**config.mk**
```make
export PLATFORM = sky130hd
export DESIGN_NAME = pfa_addr_trans
export DESIGN_NICKNAME = d
export VERILOG_FILES = /design/src/rtl/pfa_pkg.sv /design/src/rtl/pfa_mod_step.sv /design/src/rtl/pfa_addr_trans.sv
export SDC_FILE = /design/constraint.sdc
export NUM_CORES = 1
export LEC_CHECK = 0
export BUFFER_PORTS_ARGS = -buffer_cell sky130_fd_sc_hd__buf_2
export CAP_MARGIN = 20
export CORE_ASPECT_RATIO = 0.8
export CORE_MARGIN = 8
export CORE_UTILIZATION = 57
export DETAILED_ROUTE_END_ITERATION = 6
export PLACE_DENSITY_LB_ADDON = 0.05
export SKIP_CTS_REPAIR_TIMING = 1
export SYNTH_ARGS = -nofsm -noshare
export SYNTH_HDL_FRONTEND = slang
export SYNTH_SLANG_ARGS = --single-unit
```
**constraint.sdc**
```tcl
create_clock -name clk -period 5.02 [get_ports clk]
set_clock_uncertainty 0.05 [all_clocks]
set_input_delay 0.502 -clock clk [delete_from_list [all_inputs] [get_ports clk]]
set_output_delay 0.502 -clock clk [all_outputs]
set_load 0.01 [all_outputs]
```
**src/rtl/pfa_pkg.sv**
```systemverilog
// Shared definitions for the PFA (Good-Thomas) address generator:
// default index width and the divider-free modular add.
package pfa_pkg;

    localparam int unsigned PFA_W    = 16;
    localparam int unsigned PFA_WMAX = 32;

    // Compare-subtract modular add; operands are zero-extended to PFA_WMAX bits
    // so the sum carries one guard bit beyond any supported index width.
    function automatic logic [PFA_WMAX-1:0] mod_add(
        input logic [PFA_WMAX-1:0] a,
        input logic [PFA_WMAX-1:0] b,
        input logic [PFA_WMAX-1:0] m
    );
        logic [PFA_WMAX:0] sum;
        logic [PFA_WMAX:0] diff;
        sum  = (PFA_WMAX+1)'(a) + (PFA_WMAX+1)'(b);
        diff = sum - (PFA_WMAX+1)'(m);
        return (sum >= (PFA_WMAX+1)'(m)) ? PFA_WMAX'(diff) : PFA_WMAX'(sum);
    endfunction

endpackage

```
**src/rtl/pfa_mod_step.sv**
```systemverilog
// Registered modular accumulator: idx <= (idx + step) mod modulus each enabled cycle,
// forced to zero by clr.
module pfa_mod_step
    import pfa_pkg::*;
#(
    parameter int unsigned wDataInOut = PFA_W
) (
    input  logic                  clk,
    input  logic                  rst_n,
    input  logic                  clr,
    input  logic                  en,
    input  logic [wDataInOut-1:0] step,
    input  logic [wDataInOut-1:0] modulus,
    output logic [wDataInOut-1:0] idx
);

    localparam int unsigned W = wDataInOut;

    logic [W-1:0] idx_nxt;

    always_comb begin
        idx_nxt = W'(mod_add(PFA_WMAX'(idx), PFA_WMAX'(step), PFA_WMAX'(modulus)));
    end

    always_ff @(posedge clk or negedge rst_n) begin
        if (!rst_n) begin
            idx <= '0;
        end else if (clr) begin
            idx <= '0;
        end else if (en) begin
            idx <= idx_nxt;
        end
    end

endmodule

```
**src/rtl/pfa_addr_trans.sv**
```systemverilog
// Good-Thomas PFA index generator for N = Nf1*Nf2*Nf3, one (n1,n2,n3) triple per clock.
// Define PFA_ADDR_LINEAR_EN to add the registered linear address output addr.
module pfa_addr_trans
    import pfa_pkg::*;
#(
    parameter int unsigned wDataInOut = PFA_W
) (
    input  logic                  clk,
    input  logic                  rst_n,
    input  logic                  clr,
    input  logic [wDataInOut-1:0] Nf1,
    input  logic [wDataInOut-1:0] Nf2,
    input  logic [wDataInOut-1:0] Nf3,
    input  logic [wDataInOut-1:0] q_p,
    input  logic [wDataInOut-1:0] r_p,
    output logic [wDataInOut-1:0] n1,
    output logic [wDataInOut-1:0] n2,
`ifdef PFA_ADDR_LINEAR_EN
    output logic [wDataInOut-1:0] n3,
    output logic [wDataInOut-1:0] addr
`else
    output logic [wDataInOut-1:0] n3
`endif
);

    localparam int unsigned W = wDataInOut;

    logic [W-1:0] k;
    logic [W-1:0] frame_len;
    logic         wrap;
    logic         restart;

    // Frame length truncated to W bits; k = frame_len-1 marks the last triple.
    assign frame_len = W'(Nf1 * Nf2 * Nf3);
    assign wrap      = (k == (frame_len - W'(1)));
    assign restart   = clr | wrap;

    always_ff @(posedge clk or negedge rst_n) begin
        if (!rst_n) begin
            k <= '0;
        end else if (restart) begin
            k <= '0;
        end else begin
            k <= k + W'(1);
        end
    end

    pfa_mod_step #(.wDataInOut(W)) u_step1 (
        .clk     (clk),
        .rst_n   (rst_n),
        .clr     (restart),
        .en      (1'b1),
        .step    (W'(1)),
        .modulus (Nf1),
        .idx     (n1)
    );

    pfa_mod_step #(.wDataInOut(W)) u_step2 (
        .clk     (clk),
        .rst_n   (rst_n),
        .clr     (restart),
        .en      (1'b1),
        .step    (r_p),
        .modulus (Nf2),
        .idx     (n2)
    );

    pfa_mod_step #(.wDataInOut(W)) u_step3 (
        .clk     (clk),
        .rst_n   (rst_n),
        .clr     (restart),
        .en      (1'b1),
        .step    (q_p),
        .modulus (Nf3),
        .idx     (n3)
    );

`ifdef PFA_ADDR_LINEAR_EN
    logic [W-1:0] n1_nxt;
    logic [W-1:0] n2_nxt;
    logic [W-1:0] n3_nxt;
    logic [W-1:0] addr_nxt;

    // Rebuild the next triple so the registered address lands with the indices.
    always_comb begin
        n1_nxt   = '0;
        n2_nxt   = '0;
        n3_nxt   = '0;
        if (!restart) begin
            n1_nxt = W'(mod_add(PFA_WMAX'(n1), PFA_WMAX'(1), PFA_WMAX'(Nf1)));
            n2_nxt = W'(mod_add(PFA_WMAX'(n2), PFA_WMAX'(r_p), PFA_WMAX'(Nf2)));
            n3_nxt = W'(mod_add(PFA_WMAX'(n3), PFA_WMAX'(q_p), PFA_WMAX'(Nf3)));
        end
        addr_nxt = W'(n1_nxt * Nf2 * Nf3 + n2_nxt * Nf3 + n3_nxt);
    end

    always_ff @(posedge clk or negedge rst_n) begin
        if (!rst_n) begin
            addr <= '0;
        end else begin
            addr <= addr_nxt;
        end
    end
`endif

endmodule

```
; ---- Word-level counts from Yosys, hierarchy flattened
; Index checks and enable logic that the tools add are counted.
[totals]
out_inout_bits = 48
reg_bits = 64
in_bits = 83
[op_classes]
n_addsub = 8
eq_ne = 1
mul = 2
n_lt_le_gt_ge = 3
mux = 7
bitwise = 1
[op_table]
columns = op, count
row1 = 16-bit two-way mux, 7
row2 = 17-bit by 16-bit >= comparator with 1-bit output, 3
row3 = 16-bit subtractor, 3
row4 = 16-bit by 16-bit adder with 17-bit output, 2
row5 = 16-bit by 16-bit multiplier with 16-bit output, 2
row6 = "16-bit by 1-bit adder with 17-bit output, second input constant", 1
row7 = "16-bit by 1-bit adder with 16-bit output, second input constant", 1
row8 = 16-bit == test, 1
row9 = "16-bit by 1-bit subtractor with 16-bit output, second input constant", 1
row10 = 1-bit bitwise OR, 1

; ---- Logic depth before layout (Yosys ltp)
[depth]
depth_word = 6
depth_mapped = 44

; ---- Cells and area by module
; From an unflattened synthesis, not the netlist that was laid out.
[hier_totals]
hier_cells = 1910
hier_area_um2 = 16412.0
[modules_own_cells]
columns = module, n_inst, seq_area_each_um2, cells_per_inst, area_each_um2
row1 = pfa_addr_trans, 1, 400.4, 1028, 9197.6
row2 = pfa_mod_step, 3, 400.4, 294, 2404.8

; ---- Worst setup path after synthesis
; Ideal clock, no wire load.
[synth_timing]
path_type = input to register
start = input port Nf2[1]
end = register u_step3.idx[0]
stages = 39
path_slack_ps = -5730
path_buffers = 3
arrival_time_ps = 10612
cell_sequence = clkbuf_1 clkinv_1 nor2_1 fa_1 inv_1 fa_1 fa_1 inv_1 fa_1 inv_1 fa_1 fa_1 inv_1 ha_1 inv_1 and3_1 a2111oi_0 nand2_1 [3 not listed] fa_1 fa_1 fa_1 fa_1 xnor2_1 xnor2_1 xnor2_1 xnor2_1 xnor2_1 xnor3_1 xnor2_1 xnor3_1 xnor3_1 xor2_1 a41o_1 buf_4 buf_6 a211oi_2
[synth_via]
elab_chain_len = 6
[synth_rtl]
columns = item, line
row1 = start: declaration, pfa_addr_trans.sv:12  ; input logic [wDataInOut-1:0] Nf2,
row2 = 16-bit by 16-bit multiplier with 16-bit output (2 in series), pfa_addr_trans.sv:34  ; assign frame_len = W'(Nf1 * Nf2 * Nf3);
row3 = 16-bit by 1-bit subtractor with 16-bit output, pfa_addr_trans.sv:35  ; assign wrap = (k == (frame_len - W'(1)));
row4 = 16-bit == test, pfa_addr_trans.sv:35
row5 = 1-bit bitwise OR, pfa_addr_trans.sv:36  ; assign restart = clr | wrap;
row6 = 16-bit two-way mux, pfa_mod_step.sv:28  ; end else if (clr) begin
row7 = end signal: assignment, pfa_mod_step.sv:31  ; idx <= idx_nxt;
row8 = end: declaration, pfa_mod_step.sv:14  ; output logic [wDataInOut-1:0] idx
; No other way between the ends.

; ---- Final worst setup path
[layout_timing]
start = input port Nf2[3]
end = register u_step3.idx[1]
; Same word-level chain as after synthesis.

==> impl_metrics.toml <==
[global_routing]
grt_antenna_before_repair = 0
met1_usage_pct = 34.0
grt-ovfl-total = 0
grt_util_met3_pct = 3.08
top_usage_layer = "met2"
grt.met2_usage_pct = 45.9
grt_max_degree = 65
grtUsageTotal_pct = 26.2
grt_pass1_wl_mm = 64.9
grt_pass1_vias = 13207

[outcome]
outcome = "finished with violations"
violations = "setup timing"

[floorplan]
coreArea_um2 = 25000
row_count = 52
ios = 131
fp.dieW_um = 193
dieArea_um2 = 30500
dieHeight_um = 158
floorplan.initialDensity_pct = 57.4

[route]
wirelength_mm = 39.8
antenna_left = 0
avgViaCountPerCell = 5.38
wl_per_cell_um = 17.0
drc = 0
drtPass1Iterations = 5
drt_iter0_drc = 666
dr_total_vias = 12619

[critical_path]
crit_family = "adder cells"
cp_num_buf_inv = 9
critical_path.max_stage_delay_ns = 0.55
cp_common_cell = "fa_1"
cp_max_fo = 6
end_kind = "register"
worst_ep_required_time_ns = 5.23
crit_path_top_delay_cell = "fa_1"
crit_type = "input pin to register"
critPathArrivalTime_ns = 10.39
startpoint_type = "input pin"

[clock_network]
cts_tree = "built"
root_buffer = "clkbuf_16"
insertion_delay_ns = 0.34
clkTransAtPathRegs_ns = 0.06
cts.sinks = 64
clk_path_buf_depth = 2
cts_buffers = 9
h-tree-depth = 3

[yosys]
syn_inst = 1690
synth_seq_cells = 64
yosysWarnings = 0
ys_seq_area_share_pct = 11.2
synth_fp_nets = 2123
synth_cell_types = 60
synth_ff_type = "dfrtp_1"
synthesis.area_um2 = 14300
synth-edff-count = 0
avgSynthCellArea_um2 = 8.49
async_flop_share_pct = 100

[cells_and_area]
fillers = 2037
regArea_um2 = 1600
utilization_pct = 71.5
final_cell_mix = "269 x inv_1, 210 x buf_4, 172 x fa_1, 166 x nand2_1, 166 x ha_1"
multi_input_area_um2 = 11900
fin_nets = 2448
mostFrequentLayoutCell = "inv_1"
antenna_cells = 0
layout-drive-gt1-share_pct = 23.6
area_growth_pct = 24.6

[timing]
slew_headroom_pct = 42.1
fin_ws_ns = -5.16
setup_violations = 64
fin_crit_sh_pct = 203
rsz0062_at_grt = "true"
period_minus_slack_ns = 10.18
slew_viol_final = 0
hold_viol_final = 0
tightest_slew_ns = 0.868
fmax_mhz = 98.3

[hold_path]
worst_hold_path_type = "input pin to asynchronous set/reset pin"

[placed_design]
gp_congestion = 0.915
dp_hpwl_mm = 33.4
pre_cts_ws_ns = -5.51
io_buffers = 130

[flow_run]
cap_violations = 0
## cell families (layout without fill, tap and decap cells)
| kind of cell | Yosys count | after routing | share of synthesized area, % |
|---|---|---|---|
| adder cells (fa/ha/maj) | 350 | 350 | 39.8 |
| AO/OA/AOI/OAI | 219 | 219 | 10.2 |
| multiplexers | 30 | 30 | 2.09 |
| XOR/XNOR | 169 | 169 | 10.8 |
| AND/OR/NAND/NOR | 530 | 530 | 17.1 |
| buffers and inverters | 328 | 658 | 8.80 |
| flip-flops | 64 | 64 | 11.2 |
## path summary, 6_finish.rpt
path                                start              end  slack (ns)  cells after the start
setup / recovery                   Nf2[3]   u_step3.idx[1]       -5.16                     39
hold / removal                      rst_n   u_step3.idx[4]        0.28                      2
setup reg to reg           u_step3.idx[0]  u_step3.idx[14]       -0.07                     21
hold reg to reg                     k[15]            k[15]        0.53                      2
max in group asynchronous           rst_n   u_step2.idx[9]        4.03                      2
min in group clk                      clr  u_step2.idx[15]        0.49                      3
## routing by layer
layer / vias up / part of all wire, %
li1: 6047 / -
met4: 0 / 2.6
met3: 69 / 4.8
met1: 6163 / 44
met5: - / 0
met2: 340 / 49
## synth_stat cells (5+ instances only)
cell | number | area share (%)
o21bai_1 | 13 | 0.68
a21boi_0 | 8 | 0.42
nor2_1 | 159 | 4.2
ha_1 | 172 | 15
a211oi_1 | 6 | 0.31
inv_1 | 290 | 7.6
o21ai_0 | 42 | 1.5
and2_1 | 95 | 4.1
nand4_1 | 14 | 0.61
o31a_1 | 8 | 0.49
fa_1 | 178 | 25
xnor2_1 | 115 | 7.0
nand2_1 | 168 | 4.4
nand3_1 | 23 | 0.80
nor3_1 | 18 | 0.63
mux2i_1 | 30 | 2.1
o21a_1 | 8 | 0.42
a31oi_1 | 5 | 0.22
nand2b_1 | 7 | 0.31
nor2b_1 | 18 | 0.79
xor2_1 | 49 | 3.0
dfrtp_1 | 64 | 11
and3_1 | 11 | 0.48
clkbuf_1 | 28 | 0.73
a21oi_1 | 62 | 2.2
a21o_1 | 29 | 1.5
buf_4 | 6 | 0.31
nor4_1 | 8 | 0.35
## state kept, by name (all words and copies together) (netlist names)
signal / cells
k: 16
u_step3.idx: 16
u_step1.idx: 16
u_step2.idx: 16
## per-stage QoR
stage	hold slack [ns]	instance area [um2]	TNS [ns]	cells
3_3_place_gp	0.528	16800	-337.34	2306
3_5_place_dp	0.525	16800	-348.39	2306
6_report	0.279	17900	-322.61	2344
2_1_floorplan	0.156	14500	-314.18	1690
4_1_cts	0.322	17100	-326.85	2322
5_1_grt	0.359	17900	-347.70	2344
## cell type report
| cell class | instances | share of cell area, % |
|---|---|---|
| clock buffers | 10 | 1.28 |
| clock inverters | 6 | 0.203 |
| inverters | 292 | 6.43 |
| repair buffers | 350 | 14.0 |
| well taps | 324 | 2.27 |
| flip-flops and latches | 64 | 8.96 |
| multi-input cells | 1298 | 66.8 |
Power is not shown: default switching activity piles up to over one toggle a cycle in this logic, so the estimate is an artifact.
